==> config.mk <==
export PLATFORM = sky130hd
export DESIGN_NAME = tone_detector
export DESIGN_NICKNAME = d
export VERILOG_FILES = /design/src/rtl/tone_pkg.sv /design/src/rtl/tone_sync_edge.sv /design/src/rtl/tone_detector.sv
export SDC_FILE = /design/constraint.sdc
export NUM_CORES = 1
export LEC_CHECK = 0
export ABC_AREA = 1
export ABC_CLOCK_PERIOD_IN_PS = 5500
export CAP_MARGIN = 20
export CORE_ASPECT_RATIO = 0.8
export CORE_MARGIN = 4
export CORE_UTILIZATION = 55
export CTS_CLUSTER_SIZE = 24
export DETAILED_ROUTE_END_ITERATION = 6
export PLACE_DENSITY_LB_ADDON = 0.2
export SLEW_MARGIN = 20
export SYNTH_ARGS = -nofsm -noshare
export SYNTH_HDL_FRONTEND = slang
export SYNTH_SLANG_ARGS = --single-unit
export TNS_END_PERCENT = 10
==> constraint.sdc <==
create_clock -name clk -period 5.5 [get_ports clk]
set_clock_uncertainty 0.05 [all_clocks]
set_input_delay 0.55 -clock clk [delete_from_list [all_inputs] [get_ports clk]]
set_output_delay 0.55 -clock clk [all_outputs]
set_load 0.01 [all_outputs]
==> src/rtl/tone_pkg.sv <==
// Shared types and constants for the tone detector: FSM states, default period
// width and the note period table (50 MHz board clock).
package tone_pkg;

    localparam int DEF_PERIOD_W = 20;

    typedef enum logic [1:0] {
        IDLE   = 2'd0,
        ARMED  = 2'd1,
        LOCKED = 2'd2
    } tone_state_t;

    // Note periods C4..D#5 in clk cycles at 50 MHz.
    localparam logic [DEF_PERIOD_W-1:0] NOTE_PERIOD [0:15] = '{
        20'd191113, 20'd180388, 20'd170265, 20'd160705,
        20'd151685, 20'd143172, 20'd135139, 20'd127551,
        20'd120395, 20'd113636, 20'd107259, 20'd101238,
        20'd95556,  20'd90194,  20'd85131,  20'd80354
    };

    localparam int NOTE_TOL = 64;

endpackage

==> src/rtl/tone_sync_edge.sv <==
// Two-flop synchronizer for the asynchronous tone input plus a delay flop;
// rise is high for one cycle after each synchronized low-to-high transition.
module tone_sync_edge (
    input  logic clk,
    input  logic hush,
    input  logic tone_in,
    output logic rise
);

    logic s1, s2, s3;

    always_ff @(posedge clk) begin
        if (hush) begin
            s1 <= 1'b0;
            s2 <= 1'b0;
            s3 <= 1'b0;
        end else begin
            s1 <= tone_in;
            s2 <= s1;
            s3 <= s2;
        end
    end

    assign rise = s2 & ~s3;

endmodule

==> src/rtl/tone_detector.sv <==
// Measures the rise-to-rise period of a 1-bit square wave and locks after repeated
// matching periods. Optional note decoding is enabled by TONE_DETECTOR_NOTE_DECODE_EN.
module tone_detector
    import tone_pkg::*;
#(
    parameter int PERIOD_W   = DEF_PERIOD_W,
    parameter int MAX_PERIOD = 2**20 - 1,
    parameter int MIN_PERIOD = 16,
    parameter int TOL        = 4,
    parameter int STABLE_CNT = 3
) (
    input  logic                clk,
    input  logic                hush,
    input  logic                tone_in,
    output logic [PERIOD_W-1:0] period,
    output logic                period_stb,
    output logic                tone_valid,
    output logic [3:0]          note,
    output logic                note_hit,
    output logic [1:0]          state_dbg
);

    localparam int MW = $clog2(STABLE_CNT + 1);
    localparam logic [PERIOD_W:0]   MIN_W    = (PERIOD_W+1)'(MIN_PERIOD);
    localparam logic [PERIOD_W:0]   TOL_W    = (PERIOD_W+1)'(TOL);
    localparam logic [PERIOD_W:0]   ONE_W    = (PERIOD_W+1)'(1);
    localparam logic [PERIOD_W-1:0] MAX_W    = PERIOD_W'(MAX_PERIOD);
    localparam logic [PERIOD_W-1:0] CNT_ONE  = PERIOD_W'(1);
    localparam logic [MW-1:0]       STABLE_W = MW'(STABLE_CNT);
    localparam logic [MW-1:0]       MATCH_1  = MW'(1);

    tone_state_t         state, state_n;
    logic [PERIOD_W-1:0] cnt, cnt_n, period_n;
    logic [MW-1:0]       match_cnt, match_n;
    logic [PERIOD_W:0]   meas, diff;
    logic                rise, stb_n, mismatch;

    tone_sync_edge u_sync (
        .clk     (clk),
        .hush    (hush),
        .tone_in (tone_in),
        .rise    (rise)
    );

    always_comb begin
        state_n  = state;
        cnt_n    = cnt;
        match_n  = match_cnt;
        period_n = period;
        stb_n    = 1'b0;
        meas     = {1'b0, cnt} + ONE_W;
        diff     = (meas >= {1'b0, period}) ? meas - {1'b0, period} : {1'b0, period} - meas;
        mismatch = (match_cnt == '0) || (diff > TOL_W);
        if (state == IDLE) begin
            cnt_n = '0;
            if (rise) state_n = ARMED;
        end else if (rise) begin
            cnt_n = '0;
            if (meas < MIN_W) begin
                match_n = '0;
                state_n = ARMED;
            end else begin
                period_n = meas[PERIOD_W-1:0];
                stb_n    = 1'b1;
                if (mismatch)
                    match_n = MATCH_1;
                else if (match_cnt != STABLE_W)
                    match_n = match_cnt + MATCH_1;
                state_n = (match_n == STABLE_W) ? LOCKED : ARMED;
            end
        end else if (cnt == MAX_W) begin
            // No rise for MAX_PERIOD cycles: the tone has gone away.
            state_n = IDLE;
            match_n = '0;
            cnt_n   = '0;
        end else begin
            cnt_n = cnt + CNT_ONE;
        end
    end

    always_ff @(posedge clk) begin
        if (hush) begin
            state      <= IDLE;
            cnt        <= '0;
            match_cnt  <= '0;
            period     <= '0;
            period_stb <= 1'b0;
            tone_valid <= 1'b0;
        end else begin
            state      <= state_n;
            cnt        <= cnt_n;
            match_cnt  <= match_n;
            period     <= period_n;
            period_stb <= stb_n;
            tone_valid <= (state_n == LOCKED);
        end
    end

    assign state_dbg = state;

`ifdef TONE_DETECTOR_NOTE_DECODE_EN
    logic                scan_on, scan_done, found, entry_hit;
    logic [3:0]          idx, best;
    logic [PERIOD_W-1:0] scan_meas;
    int                  dist;

    always_comb begin
        dist = int'(scan_meas) - int'(NOTE_PERIOD[idx]);
        if (dist < 0) dist = -dist;
        entry_hit = (dist <= NOTE_TOL);
    end

    // One table entry per cycle; a new measurement restarts the scan.
    always_ff @(posedge clk) begin
        if (hush) begin
            scan_on   <= 1'b0;
            scan_done <= 1'b0;
            found     <= 1'b0;
            idx       <= '0;
            best      <= '0;
            scan_meas <= '0;
            note      <= '0;
            note_hit  <= 1'b0;
        end else begin
            scan_done <= 1'b0;
            if (stb_n) begin
                scan_on   <= 1'b1;
                idx       <= '0;
                found     <= 1'b0;
                scan_meas <= period_n;
            end else if (scan_on) begin
                if (entry_hit && !found) begin
                    found <= 1'b1;
                    best  <= idx;
                end
                if (idx == 4'd15) begin
                    scan_on   <= 1'b0;
                    scan_done <= 1'b1;
                end
                idx <= idx + 4'd1;
            end
            if (scan_done) begin
                note     <= best;
                note_hit <= found & (state_n == LOCKED);
            end
            if (state_n != LOCKED) note_hit <= 1'b0;
        end
    end
`else
    assign note     = 4'd0;
    assign note_hit = 1'b0;
`endif

endmodule
**Yosys cells after proc, flatten, opt, wreduce, memory -nomap -nowiden**

Cells that the tools add are included.

- Add/subtract/negate cells: 5
- $lt $le $gt $ge: 3
- Equality and inequality tests: 4
- Mux-type cells: 16
- Bitwise gates (word level): 5
- Reductions and logical operators: 8

Operators by type and width:

| cell | number |
|---|---|
| 2-bit two-way mux | 14 |
| 20-bit by 1-bit adder with 21-bit output (second input constant) | 1 |
| 21-bit by 20-bit >= comparator with 1-bit output | 1 |
| 21-bit by 3-bit > comparator with 1-bit output (second input constant) | 1 |
| 21-bit by 5-bit less-than comparator with 1-bit output (second input constant) | 1 |
| 21-bit two-way mux | 1 |
| 20-bit by 21-bit subtractor with 21-bit output | 1 |
| 21-bit by 20-bit subtractor with 21-bit output | 1 |
| 20-bit by 1-bit adder with 20-bit output (second input constant) | 1 |
| 20-bit equality test (second input constant) | 1 |
| 2-bit equality test (second input constant) | 2 |
| 2-bit zero test | 2 |
| 1-bit NOT | 4 |
| 4-bit OR reduction | 1 |
| 3-bit AND reduction | 1 |
| 3-bit OR reduction | 1 |
| 2-bit by 1-bit adder with 2-bit output (second input constant) | 1 |
| 2-bit inequality test (second input constant) | 1 |
| 2-bit AND reduction | 1 |
| 2-bit nonzero test | 1 |
| 1-bit AND | 1 |
| 1-bit logical OR | 1 |
| 1-bit two-way mux | 1 |

- Register bits: 49
- Bits of input ports: 3
- Output and inout bits: 29
- Logic and storage cells: 50

**Logic depth before layout (Yosys ltp)**

Gate-level depths: netlist of run 1.

- Depth in word-level cells: 15
- Gate-level depth with buffers: 33
- Mapped depth without buffers: 31

**By module**

A second synthesis of run 1 with hierarchy kept.

- Cell total of the unflattened synthesis: 775
- Area, all modules: 4793.3 µm²

By module, submodules not included:

| module | times used | cells an instance | area each (µm²) | sequential area each (µm²) |
|---|---|---|---|---|
| tone_detector | 1 | 765 | 4707.0 | 920.9 |
| tone_sync_edge | 1 | 10 | 86.3 | 60.1 |

**Worst setup path after synthesis of run 1**

No wires, ideal clock.

- Path kind: flip-flop to flip-flop
- Start point: register cnt[0]
- End point: register state[0] (netlist: state_dbg[0])
- Setup time: 0.124 ns
- Arrival time: 3.619 ns
- Required time: 5.326 ns
- Slack: 1.707 ns
- Stages on the path, launching flop included: 31
- Buffers on the path: 2
- Clock period less this slack: 3.793 ns
- Path through: dfxtp_1 -> ha_1 -> clkbuf_1 -> nand2_1 -> inv_2 -> nand4_2 -> nor2_2 -> nand2_1 -> xor2_1 -> inv_1 -> ha_1 -> nand2_2 -> nor2_2 -> nand2_1 -> nor2_1 -> nand2_1 -> nand3_2 -> nand2_2 -> nand2_4 -> buf_12 -> nand2_2 -> nand2_1 -> nand2_1 -> nand3_1 -> nand2_1 -> nor2_1 -> nand3_1 -> nor2_4 -> nand3_1 -> nand2_1 -> nor2_1

- Cells in the longest elaborated chain, start to end: 14
- Elaborated cells on any way between the ends: 19
- Classes of those cells: 3 x add/sub; 3 x order compare; 2 x eq/ne; 10 x mux; 1 x reduce/logical

Ends and longest elaborated chain:

| what | line | text |
|---|---|---|
| start: declaration | tone_detector.sv:33 | `logic [PERIOD_W-1:0] cnt, cnt_n, period_n;` |
| start signal: assignment | tone_detector.sv:91 | `cnt <= cnt_n;` |
| 20-bit by 1-bit adder with 21-bit output (*) | tone_detector.sv:51 | `meas = {1'b0, cnt} + ONE_W;` |
| named net meas[18] | tone_detector.sv:35 | `logic [PERIOD_W:0] meas, diff;` |
| 20-bit by 21-bit subtractor with 21-bit output (tied with other cells) | tone_detector.sv:52 | `diff = (meas >= {1'b0, period}) ? meas - {1'b0, period} : {1'b0, period} - meas;` |
| 21-bit two-way mux | tone_detector.sv:52 |  |
| 21-bit by 3-bit > comparator with 1-bit output | tone_detector.sv:53 | `mismatch = (match_cnt == '0) \|\| (diff > TOL_W);` |
| 1-bit logical OR | tone_detector.sv:53 |  |
| 2-bit two-way mux | tone_detector.sv:65 | `if (mismatch)` |
| 2-bit two-way mux | tone_detector.sv:59 | `if (meas < MIN_W) begin` |
| 2-bit two-way mux | tone_detector.sv:57 | `end else if (rise) begin` |
| 2-bit two-way mux | tone_detector.sv:54 | `if (state == IDLE) begin` |
| 2-bit equality test | tone_detector.sv:69 | `state_n = (match_n == STABLE_W) ? LOCKED : ARMED;` |
| 2-bit two-way mux | tone_detector.sv:69 |  |
| 2-bit two-way mux (*) | tone_detector.sv:59 |  |
| 2-bit two-way mux (*) | tone_detector.sv:57 |  |
| 2-bit two-way mux (*) | tone_detector.sv:54 |  |
| end signal: assignment | tone_detector.sv:90 | `state <= state_n;` |
| end: declaration | tone_detector.sv:32 | `tone_state_t state, state_n;` |

Mark *: on every way through the listed nets, which the timed path passes. The rest lies on a longest branch. The select of a mux whose other input is x is not followed.
A chain may end at the register's enable or synchronous reset.

**Final worst setup path of run 1**

Same ends and word-level chain as after synthesis.

==> results.json, run 1 <==
{
  "gp_congestion": 1.04,
  "topRoutingLayerUsed": "met4",
  "muxShareOfSynthArea_pct": 0,
  "rr_worst_depth": 25,
  "p_per_area_nw_per_um2": 127,
  "end_kind": "flop",
  "wl_per_cell_um": 16.0,
  "cts_resized": 0,
  "hold_buffers": 0,
  "regArea_um2": 981,
  "start_util_pct": 56.4,
  "nFillCells": 834,
  "synth_xor_area_share_pct": 3.65,
  "fmax_mhz": 219,
  "clock-sinks": 49,
  "final_hold_viol_count": 0,
  "r2r-start": "cnt[0]",
  "synth_compound_area_share_pct": 14.1,
  "outcome": "finished, final reports clean",
  "die_height_um": 91.2,
  "final_design_area_no_fill_um2": 5130,
  "slew_headroom_pct": 56.2,
  "worstPathArrival_ns": 4.72,
  "dp_hpwl_um": 11800,
  "io_pins": 32,
  "met3WireLength_um": 1050,
  "reg2reg_slack_ns": 0.93,
  "synth_top_family_by_area": "simple AND/OR/NAND/NOR gates",
  "place_area_um2": 5030,
  "cts.repair_timing.setup_buffer_count": 0,
  "clockBufferDepth": 2,
  "setup.worst_path.start_class": "flop",
  "ys_types": 48,
  "fin_nets": 822,
  "die_x_um": 112,
  "mostFrequentLayoutCells": "nand2_1, inv_1, nor2_1",
  "cts-root-buf": "clkbuf_8",
  "path_max_fanout": 12,
  "finalCritPeriodShare_pct": 83.1,
  "core_area_um2": 8450,
  "ys_ff_latch": 49,
  "yosys.area_share.simple_pct": 36.4,
  "vias": 4805,
  "syn2layout_area_growth_pct": 7.78,
  "p_leak_nw": 2.75,
  "drt_iter0_drc": 369,
  "detail_route.wirelength_um": 14200,
  "grt-ovfl-total": 0,
  "clkTransAtPathRegs_ns": 0.10,
  "drv_cap": 0,
  "met1_length_um": 6840,
  "grt_pass1_wl_um": 23300,
  "cts_tree": "done",
  "final_common_cell": "nand2_1",
  "hold_path_startpoint": "u_sync.s1",
  "synth_seq_area_share_pct": 20.6,
  "hold_depth": 2,
  "synthArstFlopShare_pct": 0,
  "synth_fa_ha_area_share_pct": 11.3,
  "synth-edff-count": 0,
  "grt_usage_pct": 28.1,
  "wl_met2_um": 6110,
  "hold_class": "flop to flop",
  "final_max_slew_viol_count": 0,
  "cts_made_buffers": 5,
  "final_antenna_net_count": 0,
  "multi_input_area_um2": 3140,
  "fin_util_pct": 60.8,
  "r2r_end": "state_dbg[0]",
  "clk_latency_ns": 0.30,
  "grt_max_degree": 28,
  "syn_inst": 761,
  "dieArea_um2": 10200,
  "ys_warn_count": 0,
  "ys.flop_type": "dfxtp_1",
  "syn_area_per_cell_um2": 6.26,
  "vdd_drop_max_uv": 148,
  "avgViaCountPerCell": 5.40,
  "route.detailed.drc": 0,
  "grt_pass1_vias": 4601,
  "period_needed_ns": 4.57,
  "htreeDepth": 2,
  "antenna_found_initial": 0,
  "path_class": "flop to flop",
  "layout-drive-gt1-share_pct": 8.74,
  "synthesis.area_um2": 4760,
  "tns_ns": 0,
  "tightest_slew_ns": 0.657,
  "num_rows": 30,
  "finalSetupViolations": 0,
  "grt_setup_unrepaired": "false",
  "diodes": 0,
  "io_buffers": 26,
  "whs_endpoint": "u_sync.s2",
  "drtPass1Iterations": 6,
  "critical_path_required_ns": 5.64
}
## kinds of logic after synthesis
kind of cell | after synthesis
and+or+nand+nor | 372
buffers and inverters | 157
AOI/OAI and AO/OA | 121
DFF | 49
adders and majority gates | 42
xor gates and xnor gates | 19
other | 1
## cell type report
type	count	area share, %
Sequential cell	49	19.1
Multi-Input combinational cell	559	61.2
Tap cell	112	2.73
Timing Repair Buffer	26	5.07
Inverter	136	9.99
Clock buffer	6	1.61
Clock inverter	2	0.341
## sequential cells by signal, indices dropped and copies added (netlist names)
name        flops
u_sync.s1       1
u_sync.s3       1
period_stb      1
state_dbg       2
cnt            20
period         20
tone_valid      1
match_cnt       2
u_sync.s2       1
## worst max path at each step
stage,start,end,slack [ns]
2_1_floorplan,cnt[0],state_dbg[0],1.71
3_3_place_gp,cnt[0],state_dbg[0],1.07
3_5_place_dp,cnt[0],state_dbg[0],0.94
4_1_cts,cnt[0],tone_valid,0.91
5_1_grt,cnt[0],tone_valid,0.42
6_report,cnt[0],state_dbg[0],0.93
## routing by layer
metal	global-route usage, %	up-vias
met5	0	-
met3	4.26	16
met2	42.6	169
met4	6.01	0
met1	41.9	2208
li1	-	2412
## per-stage QoR
| step | hold slack [ns] | std cells | total power [mW] | setup slack, ns |
|---|---|---|---|---|
| after floorplan | 0.338 | 765 | 0.412 | 1.71 |
| after global placement | 0.343 | 882 | 0.422 | 1.07 |
| after detailed placement | 0.363 | 882 | 0.423 | 0.940 |
| after CTS | 0.378 | 890 | 0.658 | 0.915 |
| after global routing | 0.398 | 890 | 0.685 | 0.420 |
| final | 0.375 | 890 | 0.653 | 0.928 |
## cells in the mapped netlist, types with 9 or more instances
cell type / instances / area, um^2
a21oi_1: 62 / 310
dfxtp_1: 49 / 981
ha_1: 40 / 500
inv_1: 126 / 473
nand2_1: 191 / 717
nand2_2: 16 / 100
nand3_1: 41 / 205
nand4_1: 11 / 68.8
nor2_1: 68 / 255
nor2_2: 10 / 62.6
o21ai_0: 26 / 130
o21ai_1: 10 / 50.1
o21bai_1: 9 / 67.6
xor2_1: 14 / 123
## power by group
group,internal [mW],leakage [nW],switching (mW)
registers,0.356,0.395,0.000969
logic,0.0185,2.31,0.0402
clock network,0.105,0.0518,0.132
total,0.479,2.75,0.174
## critical path, stage by stage, from the launching register on
cell and delay (ns):
dfxtp_1 0.41, ha_1 0.41, nand2_1 0.14, inv_2 0.08
nand4_2 0.11, nor2_2 0.19, nand2_1 0.09, xor2_1 0.36
inv_1 0.09, ha_1 0.38, a21oi_1 0.28, nand2_1 0.08
a21oi_1 0.15, nand3_2 0.13, a21oi_2 0.52, nand2_1 0.18
nand3_2 0.09, nand2_1 0.04, inv_1 0.04, nand3_1 0.05
nor2_1 0.09, nand3_1 0.12, nor2_4 0.15, nand3_1 0.09
nand2_1 0.09, nor2_1 0.04
(Power assumes the default switching activity.)
==> run 2, diff against run 1 <==
Settings changed: ABC_CLOCK_PERIOD_IN_PS 5500 to 4600.
Clock period 5.5 ns to 4.6 ns, I/O delays scaled along.
==> results.json, run 2 (same netlist as run 1, synthesis figures left out) <==
{
  "outcome": "finished, final reports clean",
  "clkTransAtPathRegs_ns": 0.09,
  "fmax_mhz": 238,
  "mostFrequentLayoutCells": "nand2_1, inv_1, nor2_1",
  "rr_worst_depth": 27,
  "grt_max_degree": 28,
  "critical_path_required_ns": 4.74,
  "finalCritPeriodShare_pct": 91.3,
  "drt_iter0_drc": 409,
  "reg.largest.list": "cnt (20), period (20)",
  "drv_cap": 0,
  "hold_buffers": 0,
  "period_needed_ns": 4.20,
  "die_height_um": 91.2,
  "htreeDepth": 2,
  "route.detailed.drc": 0,
  "antenna_found_initial": 0,
  "p_leak_nw": 2.79,
  "dp_hpwl_um": 11600,
  "end_kind": "flop",
  "cts-root-buf": "clkbuf_8",
  "r2r_end": "state_dbg[0]",
  "clock-sinks": 49,
  "p_per_area_nw_per_um2": 156,
  "worstPathArrival_ns": 4.34,
  "grt_usage_pct": 27.1,
  "clk_latency_ns": 0.29,
  "hold_class": "flop to flop",
  "vias": 4940,
  "final_max_slew_viol_count": 0,
  "endpoint": "state_dbg[0]",
  "grt_pass1_vias": 4548,
  "detail_route.wirelength_um": 13900,
  "path_class": "flop to flop",
  "final_antenna_net_count": 0,
  "drtPass1Iterations": 5,
  "final_hold_viol_count": 0,
  "fin_nets": 829,
  "setup.worst_path.start_class": "flop",
  "diodes": 0,
  "syn2layout_area_growth_pct": 9.61,
  "die_x_um": 112,
  "tns_ns": 0,
  "final_common_cell": "nand2_1",
  "finalSetupViolations": 0,
  "wl_per_cell_um": 15.5,
  "layout-drive-gt1-share_pct": 9.55,
  "grt_setup_unrepaired": "false",
  "path_max_fanout": 7,
  "fin_util_pct": 61.8,
  "io_buffers": 26,
  "clockBufferDepth": 2,
  "slew_headroom_pct": 58.1,
  "cts_made_buffers": 5,
  "start_util_pct": 56.4,
  "crit_start": "cnt[0]",
  "r2r-start": "cnt[0]",
  "io_pins": 32,
  "core_area_um2": 8450,
  "avgViaCountPerCell": 5.51,
  "grt_pass1_wl_um": 22300,
  "dieArea_um2": 10200,
  "vdd_drop_max_uv": 225,
  "reg2reg_slack_ns": 0.40,
  "tightest_slew_ns": 0.628,
  "grt-ovfl-total": 0,
  "num_rows": 30,
  "cts_tree": "done",
  "gp_congestion": 1.01
}
-- run 2: changes by cell type in the layout (fill, tap and decap cells not counted), sizes merged --
cell / before / now
inv: 135 / 134
clkinv: 3 / 2
clkbuf: 6 / 7
bufinv: 0 / 1
buf: 0 / 7
-- run 2: area by class of cell --
type / count / area, um^2
clock buffers: 7 / 86.3
clock inverters: 1 / 30.0
fillers: 840 / 3220
inverters: 136 / 513
multi-input cells: 559 / 3160
flip-flops and latches: 49 / 981
well taps: 112 / 140
repair buffers: 33 / 313
-- run 2: worst min-delay path by stage --
stage,from,to,slack [ns],cells past startpoint
2_1_floorplan,u_sync.s1,u_sync.s2,0.34,2
3_3_place_gp,u_sync.s1,u_sync.s2,0.34,2
3_5_place_dp,u_sync.s1,u_sync.s2,0.35,2
4_1_cts,u_sync.s1,u_sync.s2,0.36,2
5_1_grt,u_sync.s1,u_sync.s2,0.39,2
6_report,u_sync.s1,u_sync.s2,0.36,2
-- run 2: power by group --
| group | internal, mW | switching [mW] | total [mW] |
|---|---|---|---|
| sequential | 0.426 | 0.000999 | 0.427 |
| clock | 0.177 | 0.138 | 0.316 |
| combinational | 0.0238 | 0.0483 | 0.0721 |
-- run 2: per-layer routing --
layer | track usage (%) | wire length [um] | up-vias
met1 | 38.5 | 6220 | 2251
li1 | - | - | 2432
met5 | 0 | 0 | -
met4 | 11.0 | 523 | 0
met3 | 3.26 | 1330 | 36
met2 | 41.4 | 5840 | 221
-- run 2: worst max-delay path, cell delays in order (launching register included) --
cell      delay (ns)
dfxtp_1         0.42
inv_1           0.13
nor3_4          0.29
nand3_2         0.15
nor2_4          0.15
nand2_2         0.10
nor2_2          0.11
xnor2_1         0.21
inv_1           0.11
ha_2            0.44
nand2_2         0.08
nor2_2          0.16
nand2_1         0.09
nor2_1          0.09
nand2_1         0.06
nand3_2         0.13
nand2_2         0.11
buf_4           0.18
nand3b_1        0.15
nand3b_1        0.11
nand3_1         0.11
nand2_1         0.06
nor2_1          0.10
nand3_1         0.12
nor2_4          0.18
nand3_1         0.08
nand2_1         0.09
nor2_1          0.04
-- run 2: through the flow --
step | area (um^2) | power, mW | instances | worst slack (ns) | hold slack [ns]
2_1_floorplan | 4780 | 0.493 | 765 | 0.807 | 0.338
3_3_place_gp | 5070 | 0.505 | 887 | 0.114 | 0.344
3_5_place_dp | 5070 | 0.506 | 887 | 0.0665 | 0.349
4_1_cts | 5190 | 0.820 | 895 | 0.0315 | 0.362
5_1_grt | 5220 | 0.851 | 897 | 0.00296 | 0.387
6_report | 5220 | 0.814 | 897 | 0.400 | 0.361
-- run 2: what timing repair did --
action	in CTS	in global routing
resized for setup	0	3
setup endpoints to repair	0	5
setup buffers	0	2
==> run 3, diff against run 2 <==
Settings changed: CORE_UTILIZATION 55 to 50.
==> results.json, run 3 (same netlist as run 1, synthesis figures left out) <==
{
  "final_common_cell": "nand2_1",
  "tightest_slew_ns": 0.671,
  "clock-sinks": 49,
  "io_buffers": 26,
  "dieArea_um2": 11200,
  "detail_route.wirelength_um": 14300,
  "grt_pass1_vias": 4416,
  "finalPower_mw": 0.945,
  "start_util_pct": 52.0,
  "clkTransAtPathRegs_ns": 0.07,
  "fin_nets": 829,
  "dp_slack_ns": 0.108,
  "htreeDepth": 2,
  "cts_tree": "done",
  "die_x_um": 117,
  "dp_hpwl_um": 11600,
  "drtPass1Iterations": 6,
  "antenna_found_initial": 0,
  "crit_top_cell": "nand2_1",
  "outcome": "finished, final reports clean",
  "wl_per_cell_um": 15.9,
  "worst_path_dominant_cell_family": "simple AND/OR/NAND/NOR gates",
  "final_antenna_net_count": 0,
  "io_pins": 32,
  "final_max_slew_viol_count": 0,
  "vias": 4797,
  "slew_headroom_pct": 55.2,
  "gp_congestion": 0.945,
  "drv_cap": 0,
  "end_kind": "flop",
  "path_class": "flop to flop",
  "fmax_mhz": 241,
  "final_hold_viol_count": 0,
  "grt_usage_pct": 26.0,
  "path_max_fanout": 22,
  "die_height_um": 95.3,
  "diodes": 0,
  "num_rows": 31,
  "avgViaCountPerCell": 5.33,
  "worstPathArrival_ns": 4.29,
  "reg.largest.list": "cnt (20), period (20)",
  "syn2layout_area_growth_pct": 11.4,
  "core_area_um2": 9150,
  "layout-drive-gt1-share_pct": 10.2,
  "finalCritPeriodShare_pct": 90.4,
  "crit_buf_inv": 4,
  "grt-ovfl-total": 0,
  "clockBufferDepth": 2,
  "grt_pass1_wl_um": 22300,
  "grt_max_degree": 28,
  "layout_setup_ws_ns": 0.442,
  "p_leak_nw": 2.82,
  "mostFrequentLayoutCells": "nand2_1, inv_1, nor2_1",
  "cts_made_buffers": 5,
  "cts-root-buf": "clkbuf_16",
  "p_per_area_nw_per_um2": 178,
  "period_needed_ns": 4.16,
  "vdd_drop_max_uv": 142,
  "hold_class": "flop to flop",
  "hold_buffers": 0,
  "clk_latency_ns": 0.30,
  "setup.worst_path.start_class": "flop",
  "max_stage_delay_ns": 0.44,
  "fin_hold_ws_ns": 0.353,
  "critical_path_required_ns": 4.73,
  "drt_iter0_drc": 483,
  "finalSetupViolations": 0,
  "cpMaxStageDelayCell": "dfxtp_1",
  "route.detailed.drc": 0
}
==> run 3: cell type report <==
cell class | count | area (um^2)
fill | 913 | 3850
tap | 115 | 144
multi-input combinational | 559 | 3180
clock inverter | 3 | 50.0
timing repair buffer | 33 | 313
clock buffer | 5 | 125
sequential | 49 | 982
inverter | 136 | 513
==> run 3: final timing paths <==
kind | start | end | slack [ns] | cells past startpoint
hold / removal | u_sync.s1 | u_sync.s2 | 0.35 | 2
hold reg to reg | u_sync.s1 | u_sync.s2 | 0.35 | 2
setup reg to reg | cnt[2] | state_dbg[0] | 0.44 | 27
setup / recovery | cnt[2] | state_dbg[0] | 0.44 | 27
==> run 3: stage by stage <==
stage	utilization, %	setup TNS (ns)	instance area (um^2)	instances
final	58.0	0	5310	900
after detailed placement	55.4	0	5070	890
after global placement	55.4	0	5070	890
after CTS	57.4	0	5250	898
after floorplan	-	0	4780	765
after global routing	58.0	-0.0357	5310	900
==> run 3: timing repair <==
item / 4_1_cts / 5_1_grt
buffers inserted: 0 / 2
endpoints found under the setup margin: 0 / 5
gates resized for setup: 0 / 8
==> run 3: where the power goes <==
| group | internal [mW] | leakage [nW] | switching, mW | total (mW) |
|---|---|---|---|---|
| combinational | 0.0229 | 2.33 | 0.0472 | 0.0700 |
| sequential | 0.426 | 0.396 | 0.00129 | 0.427 |
| clock | 0.262 | 0.0859 | 0.186 | 0.448 |
| total | 0.711 | 2.82 | 0.234 | 0.945 |
==> run 3: routing by layer <==
layer / vias up / global-route usage, % / wire length (um)
met5: - / 0 / 0
met3: 24 / 4.00 / 1020
li1: 2426 / - / -
met1: 2191 / 39.3 / 7070
met4: 0 / 6.78 / 273
met2: 156 / 38.3 / 5970
==> run 3: tightest hold or removal path, delay by kind of cell, from the launching register on <==
family | cells | cell delay [ns]
buffers and inverters | 1 | 0.04
DFF | 1 | 0.30
and+or+nand+nor | 1 | 0.03
